==> config.mk <==
export PLATFORM = sky130hd
export DESIGN_NAME = flux_merge_rr
export DESIGN_NICKNAME = d
export VERILOG_FILES = /design/src/rtl/flux_merge_rr.sv
export SDC_FILE = /design/constraint.sdc
export NUM_CORES = 1
export LEC_CHECK = 0
export CAP_MARGIN = 10
export CORE_MARGIN = 2
export CORE_UTILIZATION = 35
export DETAILED_ROUTE_END_ITERATION = 12
export MAX_ROUTING_LAYER = met4
export PLACE_DENSITY = 0.82
export RECOVER_POWER = 50
export SLEW_MARGIN = 20
export SYNTH_ARGS = -nofsm -noshare
export SYNTH_HDL_FRONTEND = slang
export SYNTH_SLANG_ARGS = --single-unit
==> constraint.sdc <==
create_clock -name clk -period 2.3 [get_ports clk]
set_input_delay 0.345 -clock clk [delete_from_list [all_inputs] [get_ports clk]]
set_output_delay 0.345 -clock clk [all_outputs]
set_load 0.05 [all_outputs]
==> src/rtl/flux_merge_rr.sv <==
// flux_merge_rr: round-robin merge of FLUX show-ahead sources into one {id, data} stream with a single output register.
// Define FLUX_MERGE_FIXED_PRIO_EN for fixed lowest-index priority (no pointer state).
module flux_merge_rr #(
  parameter int DATA_WIDTH = 32,
  parameter int FLUX       = 4
) (
  input  logic                               clk,
  input  logic                               rst,
  input  logic [FLUX*DATA_WIDTH-1:0]         din,
  input  logic [FLUX-1:0]                    empty,
  output logic [FLUX-1:0]                    read,
  output logic [DATA_WIDTH+$clog2(FLUX)-1:0] dout,
  output logic                               write,
  input  logic                               full
);
  localparam int ID_W = $clog2(FLUX);
  logic                       ov_q, ov_d;
  logic [DATA_WIDTH+ID_W-1:0] od_q, od_d;
  logic [ID_W-1:0]            g;
  logic                       found, ld, gnt;
`ifdef FLUX_MERGE_FIXED_PRIO_EN
  always_comb begin
    found = 1'b0;
    g     = '0;
    for (int k = FLUX - 1; k >= 0; k--)
      if (!empty[k]) begin
        found = 1'b1;
        g     = ID_W'(k);
      end
  end
`else
  logic [ID_W-1:0] ptr_q, ptr_d;
  function automatic logic [ID_W-1:0] wrap(input int v);
    return ID_W'(v >= FLUX ? v - FLUX : v);
  endfunction
  // Scan backwards so the last hit is the first requester at or after ptr.
  always_comb begin
    found = 1'b0;
    g     = '0;
    for (int k = FLUX - 1; k >= 0; k--)
      if (!empty[wrap(int'(ptr_q) + k)]) begin
        found = 1'b1;
        g     = wrap(int'(ptr_q) + k);
      end
  end
  always_comb ptr_d = gnt ? wrap(int'(g) + 1) : ptr_q;
`endif
  always_comb begin
    write = ov_q & ~full;
    ld    = ~ov_q | write;
    gnt   = ld & found & ~rst;
    read  = gnt ? FLUX'(1) << g : '0;
    ov_d  = ld ? gnt : ov_q;
    od_d  = gnt ? {g, din[g*DATA_WIDTH +: DATA_WIDTH]} : od_q;
    dout  = od_q;
  end
  always_ff @(posedge clk or posedge rst) begin
    if (rst) begin
      ov_q  <= 1'b0;
      od_q  <= '0;
`ifndef FLUX_MERGE_FIXED_PRIO_EN
      ptr_q <= '0;
`endif
    end else begin
      ov_q  <= ov_d;
      od_q  <= od_d;
`ifndef FLUX_MERGE_FIXED_PRIO_EN
      ptr_q <= ptr_d;
`endif
    end
  end
endmodule
# Word level (Yosys, flattened, before mapping)
# Index checks and enable logic that the tools add are counted.
# W data, S select, Z words.
# op_classes
shifts	2
n_bitwise	7
magnitude_cmp	9
n_addsub	9
mux	22
# ops
operator	n
$shiftx A128 B8 Y32	1
$mux W2	9
$ge A3 B3 Y1 const B	4
$lt A2 B3 Y1 const B	4
$sub A2 B1 Y2 const B	5
$bmux W1 S2	4
$mux W1	8
$add A2 B1 Y3 const B	2
$add A2 B2 Y3 const B	2
$mux W4	1
$shl A1 B2 Y4 const A	1
$and A1 B1 Y1	3
$ge A2 B3 Y1 const B	1
$not A1 Y1	3
$or A1 B1 Y1	1
# totals
output_inout_bits	39
word_cells	52
regBits	37

# Logic depth before layout (Yosys ltp)
# Gate-level depths: netlist (run 1).
# logic_depth
word_depth	12
ltp_mapped	7

# Least setup slack after synthesis (run 1)
# OpenSTA, ideal clock, no wires.
# synth_path
path_kind	flip-flop to output port
start	reg ptr_q[1]
end	out read[2]
stages_incl_launch_ff	7
arrival_ps	2358
n_path_buf	2
slack_ps	-403
t_required_ps	1955
cell_sequence	dfrtp_1 -> mux2_4 -> o221ai_2 -> buf_6 -> buf_12 -> nand2_1 -> nor3_1
# synth_between
elab_chain_len	12
elab_cells_between_ends	35
cone_classes	add/sub: 7; order compare: 4; shift: 1; mux: 21; bitwise: 2
# synth_rtl
element	line_no	text
from (decl)	32	logic [ID_W-1:0] ptr_q, ptr_d;
from (signal assigned)	68	ptr_q <= ptr_d;
$add A2 B2 Y3	41, 43	
$ge A3 B3 Y1 / $sub A2 B1 Y2 (equally long branches)	34	return ID_W'(v >= FLUX ? v - FLUX : v);
$mux W2	34	
$bmux W1 S2	41	if (!empty[wrap(int'(ptr_q) + k)]) begin
$mux W1 (implied by the code)	41	
$mux W1 (4 in a row)	41	
$and A1 B1 Y1 (2 in a row)	51	gnt = ld & found & ~rst;
$mux W4 (*)	52	read = gnt ? FLUX'(1) << g : '0;
to (decl)	11	output logic [FLUX-1:0] read,
# Mark *: on every way between the ends. The rest lies on a longest branch, timed or not. The select of a mux whose other input is x is not followed.

# Final worst setup path (run 1)
# layout_path
start	in empty[0]
end	out read[2]
# layout_between
elab_chain_len	9
elab_cells_between_ends	20
cone_classes	shift: 1; mux: 17; bitwise: 2
# layout_rtl
element	line_no	text
from (decl)	10	input logic [FLUX-1:0] empty,
$bmux W1 S2	41	
$mux W1 (implied by the code)	41	
$mux W1 (4 in a row)	41	
$and A1 B1 Y1 (2 in a row)	51	
$mux W4 (*)	52	
# Marked as above.

==> results.sh, run 1 <==
export IMPL_outcome="finished, final reports clean"
export IMPL_cellLeakagePower_uw=0.00179
export IMPL_hpwl_mm=6.68
export IMPL_layout_cells_non_filler=513
export IMPL_synth_seq_area_share=0.393
export IMPL_root_buffer="clkbuf_8"
export IMPL_drt_drc_violations_left=0
export IMPL_p_comb_frac=0.634
export IMPL_synthAdderAreaFrac=0
export IMPL_yosys_warnings=0
export IMPL_gp_congestion=0.868
export IMPL_fin_skew_ns=0.00638
export IMPL_portBuffers=173
export IMPL_ant_nets=0
export IMPL_totalWireLength_mm=8.30
export IMPL_synth_xor_area_frac=0.00372
export IMPL_grt_usage=0.227
export IMPL_synth_cell_types=29
export IMPL_post_cts_setup_buffers=0
export IMPL_grt_pass1_vias=2759
export IMPL_antenna_cells=0
export IMPL_swShare=0.470
export IMPL_multiInputGateArea_um2=1310
export IMPL_seqCellArea_um2=926
export IMPL_vias=2693
export IMPL_synth_area_mux_share=0.142
export IMPL_syn_nets=387
export IMPL_timing_final_ws_setup_ns=0.0858
export IMPL_min_path_type="reg -> reg"
export IMPL_crit_end="read[2]"
export IMPL_htree_levels=2
export IMPL_worstMarginPinSlew_ns=1.26
export IMPL_r2r_end="dout[11]$_DFFE_PP0P_"
export IMPL_initial_utilization=0.367
export IMPL_core_um2=6420
export IMPL_fin_crit_sh=0.963
export IMPL_cts_sinks=37
export IMPL_seqPwrFrac=0.249
export IMPL_synth_compound_area_frac=0.253
export IMPL_place_inst=505
export IMPL_slew_headroom=0.161
export IMPL_setup_violations=0
export IMPL_synth_top_area_frac=0.393
export IMPL_final_common_cell="clkdlybuf4s50_1"
export IMPL_fillers=538
export IMPL_slew_viol_final=0
export IMPL_max_clock_freq_mhz=452
export IMPL_cts_tree="done"
export IMPL_grt_ovfl_total=0
export IMPL_place_ws_ns=-0.0561
export IMPL_synth_top_family_by_area="compound AO/OA/AOI/OAI gates"
export IMPL_synth_seq_cells=37
export IMPL_antenna_found_initial=0
export IMPL_cts_resized_gates=0
export IMPL_p_sw_uw=1990
export IMPL_r2r_setup_slack_ns=0.30
export IMPL_rows=29
export IMPL_crit_type="in -> out"
export IMPL_netlist_area_um2=2360
export IMPL_avgRoutedWirePerCell_um=16.2
export IMPL_io_pin_count=174
export IMPL_ff2ff_path_depth=6
export IMPL_synthSimpleGateAreaFrac=0.136
export IMPL_grt_max_degree=29
export IMPL_clkSlewWorstSetupHoldPaths_ns=0.07
export IMPL_vdd_ir_drop_max_mv=0.436
export IMPL_firstDrtPassIters=4
export IMPL_pwr_share_clk=0.117
export IMPL_worst_ep_required_time_ns=1.96
export IMPL_clkLatencyLatePin_ns=0.28
export IMPL_synthCells=252
export IMPL_die_h_um=86.0
export IMPL_drt_iter0_drc=114
export IMPL_grt_pass1_wl_mm=13.0
export IMPL_power_density_nw_per_um2=962
export IMPL_hold_buffers=0
export IMPL_cap_violations=0
export IMPL_yosys_area_top_type="dfrtp_1"
export IMPL_start_kind="primary input"
export IMPL_synthTopCellsByArea="dfrtp_1, mux2i_1, o2bb2ai_1"
export IMPL_cp_end_kind="output pin"
export IMPL_drive_gt1_frac=0.0963
export IMPL_final_min_clock_period_ns=2.21
export IMPL_cp_startpoint="empty[0]"
export IMPL_syn_to_final_growth_pct=86.5
export IMPL_worstReg2RegStart="ptr_q[1]$_DFFE_PP0P_"
export IMPL_holdWs_ns=0.486
export IMPL_finalHoldViolCount=0
export IMPL_most_common_layout_cells="clkdlybuf4s50_1, nand2_1, dfrtp_1"
export IMPL_die_area_um2=7400
export IMPL_rsz0062_at_grt="no"
export IMPL_fin_util=0.684
export IMPL_clockBufferDepth=2
export IMPL_internal_power_uw=2240
export IMPL_viasPerCell=5.25
export IMPL_nets=570
export IMPL_cts_made_buffers=5
export IMPL_cp_max_fo=5
export IMPL_power_total_uw=4230
export IMPL_crit_arrival_ns=1.87
export IMPL_syn_avg_cell_area_um2=9.35
export IMPL_die_w_um=86.0
-- sequential cells by signal, indices dropped and copies added, names as in the netlist --
signal	flops
dout	34
ov_q	1
ptr_q	2
-- metrics by stage --
| stage | TNS [ns] | cell area, µm² |
|---|---|---|
| 2_1_floorplan | 0 | 2370 |
| 3_3_place_gp | -0.0140 | 4300 |
| 3_5_place_dp | -0.402 | 4300 |
| 4_1_cts | 0 | 4400 |
| 5_1_grt | 0 | 4390 |
| 6_report | 0 | 4390 |
-- layer usage --
layer | track usage | up-vias | share of wire
li1 | - | 1297 | -
met1 | 0.257 | 1256 | 0.39
met2 | 0.411 | 130 | 0.51
met3 | 0.0462 | 10 | 0.086
met4 | 0.0491 | 0 | 0.013
met5 | - | - | 0
-- worst min-delay path by stage --
stage                               startpoint                   end  depth (start not counted)
final                     dout[33]$_DFFE_PP0P_  dout[33]$_DFFE_PP0P_                          1
after global routing      dout[33]$_DFFE_PP0P_  dout[33]$_DFFE_PP0P_                          1
after CTS                                  rst   dout[3]$_DFFE_PP0P_                          3
after detailed placement  dout[32]$_DFFE_PP0P_  dout[32]$_DFFE_PP0P_                          2
after global placement    dout[33]$_DFFE_PP0P_  dout[33]$_DFFE_PP0P_                          1
after floorplan                           full      ov_q$_DFFE_PP0N_                          2
-- area by class of cell --
cell class,instances,share of cell area
Timing Repair Buffer,196,0.445
Multi-Input combinational cell,192,0.297
Sequential cell,37,0.211
Clock buffer,7,0.0219
Tap cell,77,0.0219
Inverter,3,0.00256
Clock inverter,1,0.00114
-- Yosys cell counts --
library cell / number
nor3_1: 2
o221a_2: 1
buf_2: 9
o2bb2ai_1: 31
a31oi_1: 32
o21a_1: 4
a21o_1: 1
nor2_1: 4
nor3_2: 1
o221ai_2: 1
buf_6: 1
a21oi_2: 1
o211ai_1: 2
o21ai_0: 2
mux2_4: 1
buf_12: 3
a41o_1: 1
mux2i_1: 32
nand3b_1: 1
nor2b_1: 1
a22oi_1: 1
nand2b_1: 2
xnor2_1: 1
buf_4: 4
clkbuf_1: 3
inv_1: 3
o21ba_2: 1
dfrtp_1: 37
nand2_1: 69
-- cell families (layout without fill, tap and decap cells) --
logic type             Yosys count  count (layout)
multiplexers                    33              33
XOR/XNOR                         1               1
AND/OR/NAND/NOR                 80              80
AO/OA/AOI/OAI                   78              78
flip-flops                      37              37
buffers and inverters           23             207
-- worst max-delay path, cell delays in order --
cell,delay [ns]
clkdlybuf4s50_1,0.47
mux2_4,0.32
o221ai_4,0.19
nand2_1,0.18
nor3_4,0.19
buf_12,0.16
-- power by group through the flow --
stage               logic [µW]  clock network (µW)  registers, µW
global route              2840                 529           1080
CTS                       2730                 505           1060
floorplan                  899                   0           1880
global placement          2690                   0           1050
detailed placement        2720                   0           1070
finish                    2680                 496           1050
(Power assumes the default switching activity.)
==> run 2, diff against run 1 <==
Settings changed: SLEW_MARGIN 20 to 40.
Clock period 2.3 ns to 2.15 ns, I/O delays scaled along.
==> results.sh, run 2 (synthesis results as in run 1) <==
export IMPL_setup_violations=0
export IMPL_totalWireLength_mm=8.71
export IMPL_min_path_type="reg -> reg"
export IMPL_root_buffer="clkbuf_8"
export IMPL_power_total_uw=4530
export IMPL_worstMarginPinSlew_ns=0.969
export IMPL_slew_headroom=0.354
export IMPL_gp_congestion=0.811
export IMPL_ant_nets=0
export IMPL_seqCellArea_um2=927
export IMPL_drt_iter0_drc=68
export IMPL_power_density_nw_per_um2=1010
export IMPL_antenna_cells=0
export IMPL_post_route_cell_area_um2=4470
export IMPL_cp_end_kind="output pin"
export IMPL_syn_to_final_growth_pct=89.8
export IMPL_portBuffers=173
export IMPL_rows=29
export IMPL_cts_tree="done"
export IMPL_hold_depth=2
export IMPL_r2r_end="dout[1]$_DFFE_PP0P_"
export IMPL_outcome="finished, final reports clean"
export IMPL_start_kind="register"
export IMPL_hpwl_mm=6.70
export IMPL_initial_utilization=0.367
export IMPL_final_common_cell="clkdlybuf4s50_1"
export IMPL_grt_usage=0.245
export IMPL_swShare=0.474
export IMPL_cts_made_buffers=5
export IMPL_clkLatencyLatePin_ns=0.28
export IMPL_crit_chain="mux2_4 > o221a_2 > nand2_2 > nor2_2 > buf_12"
export IMPL_holdWs_ns=0.510
export IMPL_hp_start="dout[32]$_DFFE_PP0P_"
export IMPL_p_sw_uw=2150
export IMPL_avgRoutedWirePerCell_um=16.7
export IMPL_slowest_stage="dfrtp_2"
export IMPL_viasPerCell=5.33
export IMPL_slew_viol_final=0
export IMPL_die_w_um=86.0
export IMPL_pwr_share_clk=0.103
export IMPL_final_min_clock_period_ns=2.08
export IMPL_crit_arrival_ns=1.76
export IMPL_ff2ff_path_depth=8
export IMPL_seqPwrFrac=0.249
export IMPL_antenna_found_initial=0
export IMPL_die_area_um2=7400
export IMPL_finalHoldViolCount=0
export IMPL_vdd_ir_drop_max_mv=0.632
export IMPL_grt_pass1_wl_mm=14.0
export IMPL_grt_pass1_vias=2974
export IMPL_htree_levels=2
export IMPL_vias=2779
export IMPL_r2r_setup_slack_ns=0.09
export IMPL_grt_ovfl_total=0
export IMPL_fin_skew_ns=0.00517
export IMPL_core_um2=6420
export IMPL_fillers=519
export IMPL_multiInputGateArea_um2=1330
export IMPL_fin_util=0.696
export IMPL_clkSlewWorstSetupHoldPaths_ns=0.07
export IMPL_most_common_layout_cells="clkdlybuf4s50_1, nand2_1, dfrtp_1"
export IMPL_slowest_delay_ns=0.46
export IMPL_place_area_um2=4350
export IMPL_largest_reg_flops=34
export IMPL_firstDrtPassIters=4
export IMPL_nets=578
export IMPL_grt_max_degree=38
export IMPL_worst_ep_required_time_ns=1.83
export IMPL_min_to="dout[32]$_DFFE_PP0P_"
export IMPL_cp_max_fo=6
export IMPL_drive_gt1_frac=0.119
export IMPL_io_pin_count=174
export IMPL_cts_sinks=37
export IMPL_p_comb_frac=0.647
export IMPL_clockBufferDepth=2
export IMPL_cellLeakagePower_uw=0.00184
export IMPL_cap_violations=0
export IMPL_max_clock_freq_mhz=480
export IMPL_fin_crit_sh=0.969
export IMPL_crit_type="reg -> out"
export IMPL_die_h_um=86.0
export IMPL_drt_drc_violations_left=0
export IMPL_worstReg2RegStart="ptr_q[1]$_DFFE_PP0P_"
export IMPL_internal_power_uw=2380
## run 2: layer usage
| metal | global-route usage | up-vias | wire length (µm) |
|---|---|---|---|
| met5 | - | - | 0 |
| li1 | - | 1317 | - |
| met2 | 0.454 | 127 | 4610 |
| met1 | 0.263 | 1325 | 3270 |
| met4 | 0.0620 | 0 | 110 |
| met3 | 0.0539 | 10 | 725 |
## run 2: metrics by stage
step	setup WS, ns	TNS, ns	cells
3_5_place_dp	-0.0984	-1.98	510
3_3_place_gp	-0.0523	-0.135	510
6_report	0.0663	0	521
5_1_grt	-0.00278	-0.00278	521
2_1_floorplan	-0.120	-0.120	252
4_1_cts	0.00986	0	519
## run 2: area by class of cell
cell class,instances,area share
timing repair buffer,204,0.453
multi-input combinational,192,0.298
sequential,37,0.207
tap,77,0.0215
clock buffer,8,0.0179
inverter,3,0.00252
## run 2: worst max-delay path, delay by kind of cell, from the launching register on
| family | cells | cell delay [ns] |
|---|---|---|
| AOI/OAI and AO/OA | 1 | 0.31 |
| buffers and inverters | 1 | 0.16 |
| DFF | 1 | 0.46 |
| muxes | 1 | 0.34 |
| and+or+nand+nor | 2 | 0.22 |
## run 2: timing repair
| action | 4_1_cts | 5_1_grt |
|---|---|---|
| gates resized for setup | 8 | 4 |
| pin swaps | 4 | 4 |
| setup buffers | 1 | 2 |
| endpoints found under the setup margin | 3 | 4 |
| hold buffers | 0 | 0 |
## run 2: worst max-delay path by stage
stage,start,end,slack [ns],depth (start not counted)
floorplan,ptr_q[1]$_DFFE_PP0P_,read[2],-0.12,6
global placement,empty[0],dout[0]$_DFFE_PP0P_,-0.05,8
detailed placement,empty[0],dout[5]$_DFFE_PP0P_,-0.1,8
CTS,empty[3],read[3],0.01,6
global route,ptr_q[1]$_DFFE_PP0P_,dout[8]$_DFFE_PP0P_,-0.003,8
finish,ptr_q[1]$_DFFE_PP0P_,read[1],0.07,5
## run 2: power by group through the flow
stage          Sequential, µW  Combinational, µW  Clock, µW
2_1_floorplan            2010                962          0
3_5_place_dp             1140               2950          0
3_3_place_gp             1120               2910          0
6_report                 1130               2930        468
5_1_grt                  1160               3100        521
4_1_cts                  1130               2980        483
==> run 3, diff against run 2 <==
Settings changed: GPL_ROUTABILITY_DRIVEN set to 0.
==> results of run 3 <==
No change in the layout: final DEF, timing and power equal those of run 2.
